**src/rtl/sd_req_sequencer.sv**
```systemverilog
// rtl/sd_req_sequencer.sv - SD_CLK-side sequencer draining AXI->SDRAM FIFOs into single SDRAM core commands
module sd_req_sequencer #(
  parameter int              SIZE         = 32,
  parameter int              RSP_TIMEOUT  = 1023,
  parameter logic [SIZE-1:0] TIMEOUT_DATA = 32'hDEAD_BEEF
) (
  input  logic            SD_CLK,
  input  logic            ARESETn,
  input  logic            RW_FIFO_EMPTY,
  input  logic            SD_RW_OUT,
  output logic            SD_RW_EN,
  input  logic            WADDR_FIFO_EMPTY,
  input  logic [SIZE-1:0] SD_WR_ADDR_OUT,
  output logic            SD_WR_ADDR_EN,
  input  logic            WDATA_FIFO_EMPTY,
  input  logic [SIZE-1:0] SD_WR_DATA_OUT,
  output logic            SD_WR_DATA_EN,
  input  logic            RADDR_FIFO_EMPTY,
  input  logic [SIZE-1:0] SD_RD_ADDR_OUT,
  output logic            SD_RD_ADDR_EN,
  input  logic            RDATA_FIFO_FULL,
  output logic [SIZE-1:0] SD_RD_DATA_IN,
  output logic            SD_RD_DATA_EN,
  output logic            CMD_VALID,
  input  logic            CMD_READY,
  output logic            CMD_WRITE,
  output logic [SIZE-1:0] CMD_ADDR,
  output logic [SIZE-1:0] CMD_WDATA,
  input  logic            RSP_VALID,
  input  logic [SIZE-1:0] RSP_DATA,
  output logic            BUSY,
  output logic            TIMEOUT_ERR
);

  localparam int             CW       = $clog2(RSP_TIMEOUT + 1);
  localparam logic [CW-1:0]  CNT_LAST = CW'(RSP_TIMEOUT - 1);

  typedef enum logic [3:0] {
    S_IDLE, S_TAG, S_WCHK, S_WCAP, S_RCHK, S_RCAP, S_ISSUE, S_RWAIT, S_PUSH
  } state_t;

  state_t          state_q, state_d;
  logic            run_q;
  logic            write_q, write_d;
  logic [SIZE-1:0] addr_q, addr_d;
  logic [SIZE-1:0] wdata_q, wdata_d;
  logic [SIZE-1:0] rdata_q, rdata_d;
  logic [CW-1:0]   cnt_q, cnt_d;

  logic rw_en, wr_en, rd_addr_en, rd_data_en, cmd_valid, tmo;

  // run_q keeps IDLE from popping in the first cycle after reset release
  always_ff @(posedge SD_CLK or negedge ARESETn) begin
    if (!ARESETn) begin
      state_q <= S_IDLE;
      run_q   <= 1'b0;
      write_q <= 1'b0;
      addr_q  <= '0;
      wdata_q <= '0;
      rdata_q <= '0;
      cnt_q   <= '0;
    end else begin
      state_q <= state_d;
      run_q   <= 1'b1;
      write_q <= write_d;
      addr_q  <= addr_d;
      wdata_q <= wdata_d;
      rdata_q <= rdata_d;
      cnt_q   <= cnt_d;
    end
  end

  always_comb begin
    state_d    = state_q;
    write_d    = write_q;
    addr_d     = addr_q;
    wdata_d    = wdata_q;
    rdata_d    = rdata_q;
    cnt_d      = cnt_q;
    rw_en      = 1'b0;
    wr_en      = 1'b0;
    rd_addr_en = 1'b0;
    rd_data_en = 1'b0;
    cmd_valid  = 1'b0;
    tmo        = 1'b0;
    case (state_q)
      S_IDLE: begin
        if (run_q && !RW_FIFO_EMPTY) begin
          rw_en   = 1'b1;
          state_d = S_TAG;
        end
      end
      S_TAG: begin
        write_d = SD_RW_OUT;
        state_d = SD_RW_OUT ? S_WCHK : S_RCHK;
      end
      S_WCHK: begin
        if (!WADDR_FIFO_EMPTY && !WDATA_FIFO_EMPTY) begin
          wr_en   = 1'b1;
          state_d = S_WCAP;
        end
      end
      S_WCAP: begin
        addr_d  = SD_WR_ADDR_OUT;
        wdata_d = SD_WR_DATA_OUT;
        state_d = S_ISSUE;
      end
      S_RCHK: begin
        if (!RADDR_FIFO_EMPTY) begin
          rd_addr_en = 1'b1;
          state_d    = S_RCAP;
        end
      end
      S_RCAP: begin
        addr_d  = SD_RD_ADDR_OUT;
        wdata_d = '0;
        state_d = S_ISSUE;
      end
      S_ISSUE: begin
        cmd_valid = 1'b1;
        if (CMD_READY) begin
          if (write_q) begin
            state_d = S_IDLE;
          end else begin
            cnt_d   = '0;
            state_d = S_RWAIT;
          end
        end
      end
      S_RWAIT: begin
        cnt_d = cnt_q + 1'b1;
        // a response arriving on the limit cycle takes priority over the timeout
        if (RSP_VALID) begin
          rdata_d = RSP_DATA;
          state_d = S_PUSH;
        end else if (cnt_q == CNT_LAST) begin
          rdata_d = TIMEOUT_DATA;
          tmo     = 1'b1;
          state_d = S_PUSH;
        end
      end
      S_PUSH: begin
        if (!RDATA_FIFO_FULL) begin
          rd_data_en = 1'b1;
          state_d    = S_IDLE;
        end
      end
      default: state_d = S_IDLE;
    endcase
  end

  assign SD_RW_EN      = rw_en;
  assign SD_WR_ADDR_EN = wr_en;
  assign SD_WR_DATA_EN = wr_en;
  assign SD_RD_ADDR_EN = rd_addr_en;
  assign SD_RD_DATA_EN = rd_data_en;
  assign SD_RD_DATA_IN = rdata_q;
  assign CMD_VALID     = cmd_valid;
  assign CMD_WRITE     = write_q;
  assign CMD_ADDR      = addr_q;
  assign CMD_WDATA     = wdata_q;
  assign BUSY          = (state_q != S_IDLE);
  assign TIMEOUT_ERR   = tmo;

endmodule

```
**config.mk**
```make
export PLATFORM = sky130hd
export DESIGN_NAME = sd_req_sequencer
export DESIGN_NICKNAME = d
export VERILOG_FILES = /design/src/rtl/sd_req_sequencer.sv
export SDC_FILE = /design/constraint.sdc
export NUM_CORES = 1
export LEC_CHECK = 0
export BUFFER_PORTS_ARGS = -buffer_cell sky130_fd_sc_hd__buf_2
export CAP_MARGIN = 20
export CELL_PAD_IN_SITES_DETAIL_PLACEMENT = 1
export CELL_PAD_IN_SITES_GLOBAL_PLACEMENT = 1
export CORE_ASPECT_RATIO = 1.25
export CORE_MARGIN = 3
export CORE_UTILIZATION = 36
export DETAILED_ROUTE_END_ITERATION = 8
export HOLD_SLACK_MARGIN = 0.08
export PLACE_DENSITY_LB_ADDON = 0.1
export SLEW_MARGIN = 20
export SYNTH_ARGS = -nofsm -noshare
export SYNTH_HDL_FRONTEND = slang
export SYNTH_SLANG_ARGS = --single-unit
```
**constraint.sdc**
```tcl
create_clock -name SD_CLK -period 4.5 [get_ports SD_CLK]
set_clock_uncertainty 0.05 [all_clocks]
set_input_delay 0.9 -clock SD_CLK [delete_from_list [all_inputs] [get_ports SD_CLK]]
set_output_delay 0.9 -clock SD_CLK [all_outputs]
set_load 0.01 [all_outputs]
```
==> impl_results.md <==
- Count of final max-slew check failures: 0
- # IOs: between 200 and 250
- Overall power after layout: around 4.6 mW
- Drt wl/cell: roughly 18 microns
- Detailed Route WL: between 15000 and 20000 microns
- RePlAce Congestion: slightly below 0.9
- Proportion of total power due to net switching: 0.391
- Psw: roughly 1.8 mW
- Part of the total power dissipated in the clock network: 0.189
- Largest vdd supply drop: around 0.28 mV
- Clock transition at the register clock pins on the worst setup and hold paths after CTS: roughly 0.07 ns
- IO Port Bufs: 242
- DRC Markers: 0
- Setup TNS Final: 0 ns
- Run status: completed
- Number of design-rule violations left by the first detailed-router iteration: roughly 180
- Setup-violating endpoint count in the final report: 0
- Antenna Cells: 0
- Met1 Track Usage GR: 0.248
- Number of violations of the max-capacitance limit: 0
- Leading register cell type out of synthesis: sky130_fd_sc_hd__dfrtp_1
- Number of fill cells: 1584
- Library cell used as clock root buffer: sky130_fd_sc_hd__clkbuf_16
- Sequence of cells on the critical path: nand2b_1 > nor4b_1 > buf_2
- Internal cell power: ~2.8 mW
- Vias in the first global route: 4700
- Critical Setup Path Class: reg2out
- Placed wire-length estimate: between 10000 and 15000 microns
- Post-synthesis net count: slightly above 600
- TritonCTS buffer count: 9
- Aggregate global-route resource usage: 0.207
- Mean instance size in the synthesized netlist: around 10 sq um
- Sequential fraction of the synthesis area: 0.568
- Number of sinks driven by the clock tree: 112
- Fraction of layout instances using a drive strength above 1: 0.392
- Leakage Power: roughly 3.4 nW
- Cts hold-fix bufs: 0
- Category of the worst setup path launch point: register
- Slowest cell on the critical path: sky130_fd_sc_hd__dfrtp_1
- Commonest cells after routing, fill and taps aside: 241 x sky130_fd_sc_hd__buf_2, 112 x sky130_fd_sc_hd__dfrtp_1, 110 x sky130_fd_sc_hd__nand2_1, 40 x sky130_fd_sc_hd__o21ai_0, 38 x sky130_fd_sc_hd__a21oi_1
- Net count, final: 839
- Global routing usage on met3: 0.0420
- Portion of total power attributed to combinational logic: 0.418
- Area of combinational cells with multiple inputs: 0.00196 sq mm
- Post-cts repair resize count: 0
- Final design utilization: 0.493
- Total core area: 0.0133 sq mm
- Relative area change from synthesis to final layout: 33.3%
- Maximum operating frequency: around 350 MHz
- Ys async rst share: 1.00
- Wire length of the first global-routing pass: about 25000 microns
- Met2 usage: 0.371
- Post-CTS Setup Inserts: 0
- Global-route congestion overflow total: 0
- Clock tree from TritonCTS: yes
- Depth of the CTS H-tree: 3
- Sequential share of power: 0.393
- Insertion delay of the later-clocked pin in the worst-skew pair: ~0.34 ns
- Maximum net fanout on the critical path: 20
- Worst slew margin relative to its limit: 0.294
- Horizontal die dimension: ~110 microns
- Netlist area before placement: roughly 0.0049 sq mm
- Number of routed nets with antenna violations: 0
- Count of vias placed by the detailed router: around 4400
- Iteration count of the initial detailed-routing pass: 4
- Buffers from clock root to sink, at most: 2
- Leading cell type in the layout, fill and taps excluded: sky130_fd_sc_hd__buf_2
- Final standard cell area without fillers: ~0.0066 sq mm
- Post-Place Cell Area: 0.00625 sq mm
- Largest net degree at the start of global routing: 72
- Row cnt: between 40 and 50
- Cell Pwr Density: about 700 mW/mm^2
- Min cycle time layout: 2.85 ns
- Die height: 137 microns
- EDFF count, synth: 0
- Critical Path Max Stage Delay: around 0.67 ns
- Synthesized instance count: approximately 470
- Worst Max-Slew Pin Slew: 1.06 ns
- Initial antenna violation count: 0
- Hold Fails Final Rpt: 0
- Hold crit path type: reg2reg
- Via count normalized by instance count: around 5.1
- Most utilized layer in the global route result: met2
- Worst endpoint data arrival time: about 1.9 ns
- Worst Path Required: approximately 3.6 ns
- Die ar.: 0.0152 sq mm
- Total of warnings raised by yosys: 0
- Crit share post-route: 0.632
- Count of unique library cells instantiated by Yosys: 46
- Unrepaired setup endpoints after global routing: false
- Effective utilization at floorplan: 0.370
- Yosys reg bits: about 110
- Area of all sequential standard cells: around 0.0028 sq mm
- CP endpoint kind: output port
## final cells by class
cell class | count | area share
Sequential cell | 112 | 0.426
Multi-Input combinational cell | 324 | 0.298
Timing Repair Buffer | 246 | 0.191
Clock buffer | 9 | 0.0342
Tap cell | 171 | 0.0325
Clock inverter | 7 | 0.0156
Inverter | 6 | 0.00342
## power by group through the flow
stage / combinational, mW / sequential [mW] / clock (mW)
finish: 1.93 / 1.81 / 0.872
global route: 2.15 / 1.88 / 0.938
CTS: 1.97 / 1.82 / 0.902
detailed placement: 1.96 / 1.83 / 0
global placement: 1.89 / 1.80 / 0
floorplan: 1.02 / 1.94 / 0
## cell families after synthesis
group,after synthesis,synth area share
simple gates,159,0.148
compound gates,127,0.167
flops,112,0.568
buf+inv,38,0.0408
mux,33,0.0671
fa+ha+maj,2,0.00507
xor+xnor,2,0.00355
other cells,1,0.000759
## state kept, by name, summed over array words and instances, names as in the netlist
register and flops:
CMD_ADDR 32, state_q 4, CMD_WDATA 32, run_q 1, SD_RD_DATA_IN 32, cnt_q 10
CMD_WRITE 1
## metal layers
metal | vias up | part of all wire
met2 | 156 | 0.52
met5 | - | 0
met3 | 22 | 0.060
met4 | 0 | 0.022
li1 | 2100 | -
met1 | 2154 | 0.40
## worst paths after layout
path                       cells after the start  slack, ns               from                end
hold / removal                                 1       0.43  SD_RD_DATA_IN[25]  SD_RD_DATA_IN[25]
hold reg to reg                                1       0.43  SD_RD_DATA_IN[25]  SD_RD_DATA_IN[25]
min in group asynchronous                      1       0.61            ARESETn        CMD_ADDR[5]
setup reg to reg                               3       1.87         state_q[0]       CMD_ADDR[12]
max in group asynchronous                      2       2.88            ARESETn        CMD_ADDR[3]
setup / recovery                               3       1.65         state_q[0]      SD_WR_ADDR_EN
## stage by stage
stage               hold WS [ns]  std cells  worst slack (ns)
global route               0.460        875              1.49
CTS                        0.438        875              1.64
global placement           0.415        859              1.97
detailed placement         0.422        859              1.86
floorplan                  0.464        474              1.86
finish                     0.432        875              1.65
## cell usage after synthesis (all sizes together) (2+ instances only)
master / number / share of area
dfrtp: 112 / 0.57
nand2: 110 / 0.084
o21ai: 41 / 0.042
a21oi: 38 / 0.039
mux2i: 32 / 0.065
o22a: 24 / 0.043
buf: 23 / 0.029
nor2: 13 / 0.013
a22o: 12 / 0.021
clkbuf: 9 / 0.0068
nand3: 9 / 0.012
nor3: 9 / 0.010
inv: 6 / 0.0046
a21o: 4 / 0.0061
and3: 3 / 0.0048
nor3b: 3 / 0.0046
and4: 2 / 0.0041
ha: 2 / 0.0051
nor2b: 2 / 0.0025
o211ai: 2 / 0.0058
or3: 2 / 0.0025
xnor2: 2 / 0.0035
## worst max-delay path: cells and delay by family (launching register included)
kind | cells | cell delay, ns
buffers and inverters | 1 | 0.20
DFF | 1 | 0.67
and+or+nand+nor | 2 | 0.68
(Power assumes the default switching activity.)
